### src/rtl/uart_rx_pkg.sv
// Shared UART definitions: receiver/transmitter state encodings and default timing.
package uart_rx_pkg;

  localparam int unsigned ClksPerBitDefault = 16;
  localparam int unsigned DataBitsDefault   = 8;

  typedef enum logic [2:0] {
    StIdle,
    StStart,
    StData,
    StStop,
    StBreak
  } uart_state_e;

endpackage

### src/rtl/sync_2ff.sv
// Two-flop synchronizer for a single asynchronous input, async reset to a chosen level.
module sync_2ff #(
  parameter logic ResetVal = 1'b1
) (
  input  logic clk,
  input  logic resetn,
  input  logic d,
  output logic q
);

  logic meta_q;
  logic sync_q;

  always_ff @(posedge clk or negedge resetn) begin
    if (!resetn) begin
      meta_q <= ResetVal;
      sync_q <= ResetVal;
    end else begin
      meta_q <= d;
      sync_q <= meta_q;
    end
  end

  assign q = sync_q;

endmodule

### src/rtl/uart_rx.sv
// 8N1 UART receiver: synchronized line, mid-bit sampling, framing error and break handling.
module uart_rx
  import uart_rx_pkg::*;
#(
  parameter int unsigned CLKS_PER_BIT = ClksPerBitDefault,
  parameter int unsigned DATA_BITS    = DataBitsDefault
) (
  input  logic                 clk,
  input  logic                 resetn,
  input  logic                 rx,
  output logic [DATA_BITS-1:0] data,
  output logic                 valid,
  output logic                 frame_err,
  output logic                 busy
);

  localparam int unsigned CntW = $clog2(CLKS_PER_BIT);
  localparam int unsigned BitW = $clog2(DATA_BITS);
  localparam logic [CntW-1:0] CntLast = CntW'(CLKS_PER_BIT - 1);
  localparam logic [CntW-1:0] CntHalf = CntW'(CLKS_PER_BIT / 2 - 1);
  localparam logic [BitW-1:0] BitLast = BitW'(DATA_BITS - 1);

  uart_state_e          state_q, state_d;
  logic [CntW-1:0]      cnt_q, cnt_d;
  logic [BitW-1:0]      bit_q, bit_d;
  logic [DATA_BITS-1:0] shift_q, shift_d;
  logic [DATA_BITS-1:0] data_q, data_d;
  logic                 valid_q, valid_d;
  logic                 ferr_q, ferr_d;
  logic                 rx_s;
  logic                 rx_prev_q;

  sync_2ff #(
    .ResetVal(1'b1)
  ) u_sync (
    .clk   (clk),
    .resetn(resetn),
    .d     (rx),
    .q     (rx_s)
  );

  always_comb begin
    state_d = state_q;
    cnt_d   = cnt_q;
    bit_d   = bit_q;
    shift_d = shift_q;
    data_d  = data_q;
    valid_d = 1'b0;
    ferr_d  = 1'b0;
    unique case (state_q)
      StIdle: begin
        cnt_d = '0;
        if (rx_prev_q && !rx_s) begin
          state_d = StStart;
        end
      end
      StStart: begin
        if (cnt_q == CntHalf) begin
          cnt_d   = '0;
          bit_d   = '0;
          // A start bit that is high again at mid-bit was a glitch.
          state_d = rx_s ? StIdle : StData;
        end else begin
          cnt_d = cnt_q + 1'b1;
        end
      end
      StData: begin
        if (cnt_q == CntLast) begin
          cnt_d   = '0;
          shift_d = {rx_s, shift_q[DATA_BITS-1:1]};
          if (bit_q == BitLast) begin
            state_d = StStop;
          end else begin
            bit_d = bit_q + 1'b1;
          end
        end else begin
          cnt_d = cnt_q + 1'b1;
        end
      end
      StStop: begin
        if (cnt_q == CntLast) begin
          cnt_d = '0;
          if (rx_s) begin
            data_d  = shift_q;
            valid_d = 1'b1;
            state_d = StIdle;
          end else begin
            ferr_d  = 1'b1;
            state_d = StBreak;
          end
        end else begin
          cnt_d = cnt_q + 1'b1;
        end
      end
      StBreak: begin
        cnt_d = '0;
        if (rx_s) begin
          state_d = StIdle;
        end
      end
      default: begin
        state_d = StIdle;
        cnt_d   = '0;
      end
    endcase
  end

  always_ff @(posedge clk or negedge resetn) begin
    if (!resetn) begin
      state_q   <= StIdle;
      cnt_q     <= '0;
      bit_q     <= '0;
      shift_q   <= '0;
      data_q    <= '0;
      valid_q   <= 1'b0;
      ferr_q    <= 1'b0;
      rx_prev_q <= 1'b1;
    end else begin
      state_q   <= state_d;
      cnt_q     <= cnt_d;
      bit_q     <= bit_d;
      shift_q   <= shift_d;
      data_q    <= data_d;
      valid_q   <= valid_d;
      ferr_q    <= ferr_d;
      rx_prev_q <= rx_s;
    end
  end

  assign data      = data_q;
  assign valid     = valid_q;
  assign frame_err = ferr_q;
  assign busy      = (state_q != StIdle);

endmodule
### config.mk
export PLATFORM = sky130hd
export DESIGN_NAME = uart_rx
export DESIGN_NICKNAME = d
export VERILOG_FILES = /design/src/rtl/uart_rx_pkg.sv /design/src/rtl/sync_2ff.sv /design/src/rtl/uart_rx.sv
export SDC_FILE = /design/constraint.sdc
export NUM_CORES = 1
export LEC_CHECK = 0
export BUFFER_PORTS_ARGS = -buffer_cell sky130_fd_sc_hd__buf_2
export CORE_ASPECT_RATIO = 1.4
export CORE_MARGIN = 8
export CORE_UTILIZATION = 51
export CTS_BUF_LIST = sky130_fd_sc_hd__clkbuf_16
export CTS_CLUSTER_SIZE = 30
export DETAILED_ROUTE_END_ITERATION = 6
export PLACE_DENSITY = 0.75
export REMOVE_ABC_BUFFERS = 1
export SYNTH_ARGS = -nofsm -noshare
export SYNTH_HDL_FRONTEND = slang
export SYNTH_SLANG_ARGS = --single-unit
### constraint.sdc
create_clock -name clk -period 1.6 [get_ports clk]
set_input_delay 0.08 -clock clk [delete_from_list [all_inputs] [get_ports clk]]
set_output_delay 0.08 -clock clk [all_outputs]
set_load 0.005 [all_outputs]
After elaboration in Yosys (flattened, before gate mapping)
Cells that the tools add are included. W data, S select, Z words.

Input port bits: 3. Output and inout bits: 11. Bits in registers: 31.

Reduce and logical (&&, ||, !) cells: 10. Mux-type cells: 22. Equality and inequality tests: 14. Add/subtract/negate cells: 2.

Operator list (number): $mux W3 (10); $pmux W3 S5 (1); $ne A2 B2 Y1 const B (6); $mux W4 (2); $pmux W4 S2 (1); $eq A3 B2 Y1 const B (2); $eq A3 B3 Y1 const B (2); $mux W1 (6); $pmux W3 S2 (1); $reduce_and A6 Y1 (1); $add A4 B1 Y4 const B (1); $eq A4 B3 Y1 const B (1); $eq A4 B4 Y1 const B (1); $reduce_and A4 Y1 (1); $add A3 B1 Y3 const B (1); $eq A3 B1 Y1 const B (1); $logic_not A3 Y1 (1); $reduce_and A3 Y1 (1); $reduce_bool A3 Y1 (1); $mux W2 (1); $ne A2 B1 Y1 const B (1); $reduce_and A2 Y1 (1); $reduce_bool A2 Y1 (1); $reduce_or A2 Y1 (1); 2 further kinds (2).

Logic depth before layout (Yosys ltp)
Gate-level depths: netlist of run 1.

Depth after elaboration: 4. Depth in mapped cells: 6. Gate-level depth less buffers: 6.

By module
A second synthesis of run 1 with hierarchy kept.

Cells, all modules: 96. Area, all modules: 1357.6 um^2.

Modules (own cells, without submodules): uart_rx (area each 1305.0 um^2, sequential area each 726.9 um^2, cells each 94, times used 1); sync_2ff (area each 52.6 um^2, sequential area each 52.6 um^2, cells each 2, times used 1).

Least setup slack after synthesis of run 1
No wires, ideal clock.

Path kind: reg-to-reg. Start: reg cnt_q[0]. End: reg data_q[0] (netlist: data[0]). Arrival: 1.508 ns. Stages on the path, launching flop included: 7. Library setup time: 0.125 ns. Buffers on the path: 1. Data required time: 1.475 ns. Slack: -0.033 ns. Path through: dfrtp_1 > ha_1 > and3b_1 > nand4_1 > or2_1 > buf_6 > mux2_4.

Cells in the longest elaborated chain, start to end: 2.

Ends and longest elaborated chain: from (decl) (line uart_rx.sv:24) `logic [CntW-1:0] cnt_q, cnt_d;`; from (signal assigned) (line uart_rx.sv:120) `cnt_q <= cnt_d;`; $eq A4 B4 Y1 (line uart_rx.sv:81) `if (cnt_q == CntLast) begin`; $reduce_and A3 Y1 (no source line); to (signal assigned) (line uart_rx.sv:123) `data_q <= data_d;`; to (decl) (line uart_rx.sv:27) `logic [DATA_BITS-1:0] data_q, data_d;`.

Every way passes these cells. A chain may end at the register's enable or synchronous reset.

Worst setup path after layout of run 1
Start: reg cnt_q[1]. End: reg data_q[5] (netlist: data[5]).

The elaborated chain is that of the path after synthesis.

==> results of run 1 <==
-- registers in the layout (all words and copies together) (netlist names) --
register / count
shift_q: 8
state_q: 3
bit_q: 3
cnt_q: 4
valid: 1
data: 8
u_sync.q: 1
rx_prev_q: 1
frame_err: 1
u_sync.meta_q: 1
-- cells in the final DEF (no fill, tap or decap), drive strengths merged, types with 2 or more instances in the layout --
cell	Yosys	routed
o21ai	2	2
buf	2	33
nor2	6	6
a21oi	2	2
nor3b	2	2
xnor2	2	2
a22o	2	2
nand2	3	3
dlygate4sd3	0	2
ha	3	3
inv	2	4
mux2	18	18
dfrtp	28	28
dfstp	3	3
nand3	2	2
nor3	3	3
clkbuf	2	5
-- how the worst min path moves through the flow --
| stage | from | cells after the start | to |
|---|---|---|---|
| final | u_sync.meta_q | 0 | u_sync.q |
| after floorplan | resetn | 0 | bit_q[0] |
| after global routing | u_sync.meta_q | 0 | u_sync.q |
| after CTS | u_sync.meta_q | 0 | u_sync.q |
| after global placement | resetn | 1 | shift_q[4] |
| after detailed placement | resetn | 1 | shift_q[3] |
-- logic make-up after synthesis --
| group | after synthesis | share of synthesized area |
|---|---|---|
| AO/OA/AOI/OAI | 9 | 0.0474 |
| XOR/XNOR | 3 | 0.0195 |
| adder cells (fa/ha/maj) | 3 | 0.0279 |
| buffers and inverters | 6 | 0.0427 |
| flip-flops | 31 | 0.578 |
| multiplexers | 18 | 0.175 |
| AND/OR/NAND/NOR | 24 | 0.109 |
-- report_power, final --
| group | switching (mW) | internal, mW |
|---|---|---|
| combinational | 0.350 | 0.478 |
| sequential | 0.149 | 0.933 |
| clock | 0.297 | 0.558 |
-- cell usage after synthesis (2+ instances only) --
| cell | instances | area, um2 |
|---|---|---|
| buf_6 | 2 | 22.5 |
| nor3_1 | 2 | 10.0 |
| dfrtp_1 | 28 | 701 |
| inv_1 | 2 | 7.51 |
| clkbuf_8 | 2 | 27.5 |
| o21ai_0 | 2 | 10.0 |
| nand3_1 | 2 | 10.0 |
| a22o_1 | 2 | 17.5 |
| nor3b_1 | 2 | 15.0 |
| ha_1 | 3 | 37.5 |
| dfstp_2 | 3 | 78.8 |
| mux2_2 | 9 | 101 |
| a21oi_1 | 2 | 10.0 |
| mux2_4 | 9 | 135 |
| xnor2_1 | 2 | 17.5 |
| nor2_1 | 6 | 22.5 |
| nand2_1 | 2 | 7.51 |
-- timing repair --
| action | CTS | global route |
|---|---|---|
| hold buffers | 2 | 0 |
| hold endpoints to repair | 29 | 0 |
| setup endpoints to repair | 18 | 20 |
| buffers inserted | 3 | 5 |
| pin swaps | 0 | 4 |
| gates resized for setup | 4 | 7 |
-- area by class of cell --
class / instances / area (um2) / share of cell area
clock buffers: 5 / 125 / 0.0706
clock inverters: 3 / 12.5 / 0.00706
inverters: 2 / 7.51 / 0.00423
multi-input cells: 57 / 542 / 0.306
flip-flops and latches: 31 / 781 / 0.440
well taps: 36 / 45.0 / 0.0254
repair buffers: 35 / 260 / 0.147
-- metal layers --
metal  up-vias  global-route usage  part of all wire
met5         -                   0                 0
met4         0              0.0601             0.032
met3        10              0.0684             0.055
met2        22               0.188              0.52
met1       418               0.121              0.40
li1        407                   -                 -
-- through the flow --
stage          hold slack (ps)  worst slack, ps  power (mW)  utilization
2_1_floorplan             -216             -135        1.47            -
3_3_place_gp               132            -26.2        1.72        0.595
3_5_place_dp               140            -65.5        1.77        0.595
4_1_cts                    363            -70.6        2.68        0.670
5_1_grt                    365             -162        2.90        0.693
6_report                   361             -100        2.76        0.693
==> flow_summary.json, run 1 <==
{
  "syn_area_per_cell_um2": 14.3,
  "portBuffers": 13,
  "post-route-min-period_ps": 1700,
  "first_global_vias": 897,
  "critPathArrivalTime_ps": 1850,
  "cts_tree": "yes",
  "drv_cap": 0,
  "synth_seq_cells": 31,
  "critical-path-top-delay-family": "simple AND/OR/NAND/NOR gates",
  "die_h_um": 76.8,
  "tightest_slew_ps": 646,
  "path_cells": "ha_2 -> and3b_1 -> nand4_1 -> or2_1 -> buf_12 -> mux2_4",
  "cp_max_fo": 9,
  "crit_required_ps": 1750,
  "synth_ff_type": "dfrtp_1",
  "r2r-start": "cnt_q[1]",
  "first_iter_violations": 5,
  "violations": "setup timing",
  "power.leakage_nw": 0.909,
  "setup.worst_path.end_class": "flip-flop",
  "holdCritPathClass": "flip-flop to flip-flop",
  "fin_area_mm2": 0.00177,
  "cp.depth": 6,
  "die_area_mm2": 0.00457,
  "instances_no_fill": 169,
  "clk_pin_slew_ps": 50,
  "nFillCells": 182,
  "numCtsBuffers": 5,
  "startpoint_type": "flip-flop",
  "grt_max_degree": 32,
  "dp_hpwl_mm": 1.73,
  "yosysWarnings": 0,
  "rsz0062_at_grt": "true",
  "nets": 138,
  "r2r_setup_slack_ps": -100,
  "hold_viol": 0,
  "clockBufferDepth": 2,
  "synthCells": 94,
  "grt_overflow": 0,
  "syn_area_mm2": 0.00135,
  "slowest_delay_ps": 360,
  "placed_cells": 151,
  "vias": 857,
  "clock-sinks": 31,
  "ir_worst_vdd_mv": 1.35,
  "synth_cell_type_count": 31,
  "setup_tns_ps": -983,
  "r2r_cells": 6,
  "clockRootBuffer": "clkbuf_16",
  "antenna_found_initial": 0,
  "syn_to_final_growth_pct": 31.6,
  "gp_congestion": 0.808,
  "insertion_delay_ps": 270,
  "htree_levels": 2,
  "drive_gt1_frac": 0.534,
  "endpoint": "data[5]",
  "skew_ps": 4.59,
  "fin_crit_sh": 1.06,
  "avgRoutedWirePerCell_um": 15.6,
  "ant_nets": 0,
  "worstReg2RegEnd": "data[5]",
  "floorplan.initialDensity": 0.526,
  "finalMaxSlewViolations": 0,
  "dr.pass1.iters": 4,
  "outcome": "finished with violations",
  "groute.usage.overall": 0.119,
  "finalSetupViolCount": 17,
  "grt_pass1_wl_mm": 4.13,
  "dpl_cell_area_mm2": 0.00152,
  "max_freq_mhz": 588,
  "critPathSlowestCell": "dfrtp_1",
  "route.detailed.drc": 0,
  "max_slew_margin": 0.569,
  "worst_slack_ps": -100,
  "synth-seq-area-share": 0.578,
  "powerDensity_mw_per_mm2": 1560,
  "asyncSetResetFlopFracSynth": 1.00,
  "wl_mm": 2.64,
  "synth-edff-count": 0,
  "num_rows": 22,
  "criticalPathCategory": "flip-flop to flip-flop",
  "vias_per_cell": 5.07,
  "crit_buf_inv": 1,
  "io_pins": 14,
  "dieWidth_um": 59.4,
  "coreArea_mm2": 0.00256,
  "startpoint": "cnt_q[1]",
  "diodes": 0
}
Note: power is estimated with default switching activity, not from simulation.
==> run 2: changes to the inputs <==
CORE_UTILIZATION = 45   (was 51)
PLACE_DENSITY = 0.68   (was 0.75)
SLEW_MARGIN = 20   (was not set)
==> run 2 against run 1 <==
  * The run still ends with setup timing left
  * Critical path depth did not move
  * Maximum frequency grew 1.3%
  * Final cell count is 0.59% lower
  * Clock power grew 20%
  * First-iteration DRC count rose by 80%
  * Setup slack gained 21 ps
  * Sequential power barely moved
  * Largest power group unchanged
  * Highest routed layer unchanged
==> flow_summary.json, run 2 (same netlist as run 1, synthesis figures left out) <==
{
  "outcome": "finished with violations",
  "violations": "setup timing",
  "worst_slack_ps": -78.7,
  "tightest_slew_ps": 642,
  "clock-sinks": 31,
  "use_met1": 0.108,
  "crit_required_ps": 1750,
  "min_from": "u_sync.meta_q",
  "dr.pass1.iters": 4,
  "utilization": 0.619,
  "antenna_found_initial": 0,
  "io_pins": 14,
  "dp_hpwl_mm": 1.65,
  "portBuffers": 13,
  "grt_pass1_wl_mm": 3.99,
  "hold_viol": 0,
  "startpoint": "cnt_q[0]",
  "dpl_cell_area_mm2": 0.00153,
  "first_global_vias": 847,
  "met2_usage": 0.162,
  "startpoint_type": "flip-flop",
  "power.leakage_nw": 0.900,
  "max_freq_mhz": 596,
  "max_slew_margin": 0.572,
  "met3_usage": 0.0509,
  "num_rows": 23,
  "floorplan.initialDensity": 0.473,
  "instances_no_fill": 168,
  "criticalPathCategory": "flip-flop to flip-flop",
  "syn_to_final_growth_pct": 30.9,
  "vias_per_cell": 4.99,
  "powerDensity_mw_per_mm2": 1610,
  "setup.worst_path.end_class": "flip-flop",
  "clockBufferDepth": 2,
  "vias": 838,
  "post-route-min-period_ps": 1680,
  "numCtsBuffers": 5,
  "rsz0062_at_grt": "true",
  "cts_tree": "yes",
  "drv_cap": 0,
  "final_common_cell": "dfrtp_1",
  "hold_slack_ps": 354,
  "holdCritPathClass": "flip-flop to flip-flop",
  "wl_mm": 2.34,
  "coreArea_mm2": 0.00285,
  "die_h_um": 80.7,
  "gp_congestion": 0.802,
  "r2r-start": "cnt_q[0]",
  "dieWidth_um": 62.3,
  "final_cell_mix": "27 x dfrtp_1, 15 x buf_4, 14 x buf_2, 9 x mux2_2, 9 x mux2_4",
  "skew_ps": 9.20,
  "clk_pin_slew_ps": 50,
  "groute.usage.overall": 0.103,
  "fin_crit_sh": 1.05,
  "ant_nets": 0,
  "avgRoutedWirePerCell_um": 13.9,
  "die_area_mm2": 0.00503,
  "finalSetupViolCount": 8,
  "ir_worst_vdd_mv": 1.40,
  "fin_area_mm2": 0.00176,
  "nFillCells": 224,
  "drive_gt1_frac": 0.511,
  "finalMaxSlewViolations": 0,
  "placed_cells": 153,
  "grt_overflow": 0,
  "grt_max_degree": 32,
  "route.detailed.drc": 0,
  "critPathArrivalTime_ps": 1830,
  "busiest_layer": "met2",
  "first_iter_violations": 9,
  "cp_max_fo": 9,
  "htree_levels": 2,
  "diodes": 0,
  "insertion_delay_ps": 280,
  "clockRootBuffer": "clkbuf_16",
  "nets": 136
}
run 2: changes by cell type in the layout (fill, tap and decap cells not counted), moves of 2 or more:
cell    previous run  this run
mux2_2             7         9
inv_1              4         2
buf_4             18        15
mux2_4            11         9
run 2: layout make-up:
cell class / instances / area [um2] / share of cell area
clock buffer: 5 / 125 / 0.0709
clock inverter: 3 / 38.8 / 0.0220
sequential: 31 / 781 / 0.443
multi-input combinational: 57 / 523 / 0.296
tap: 37 / 46.3 / 0.0262
inverter: 2 / 7.51 / 0.00426
timing repair buffer: 33 / 243 / 0.138
run 2: critical path: stages, from the launching register on:
cell and delay (ps):
dfrtp_1 350, ha_1 180, and3b_1 180, nand4_1 130, or2_1 280, buf_12 160
mux2_4 300
run 2: worst paths after layout:
check                      cells past startpoint    endpoint  slack (ps)
hold reg to reg                                0    u_sync.q         350
setup / recovery                               6     data[4]         -80
max in group asynchronous                      2  state_q[1]         780
min in group asynchronous                      2   frame_err         370
hold / removal                                 0    u_sync.q         350
setup reg to reg                               6     data[4]         -80
run 2: repair_timing:
action	in CTS	in global routing
endpoints found under the setup margin	18	21
hold buffers	2	0
endpoints found under the hold margin	29	0
setup buffers	3	2
resized for setup	1	4
cloned	0	0
pin swaps	2	3
run 2: per-stage QoR:
step	power (mW)	setup TNS, ps	setup WS (ps)
after CTS	2.83	-947	-80.3
after floorplan	1.47	-1080	-135
after global routing	3.01	-1330	-124
after detailed placement	1.75	-706	-96.8
after global placement	1.71	-207	-26.3
final	2.85	-526	-78.7
run 2: metal layers:
layer,share of wire,wire [um]
met2,0.49,1150
met1,0.43,1010
met4,0.033,78
met5,0,0
met3,0.044,104
run 2: where the power goes:
part,total (mW),switching [mW],internal [mW],leakage (nW)
logic,0.763,0.332,0.431,0.415
registers,1.06,0.126,0.933,0.403
clock network,1.03,0.304,0.722,0.0812
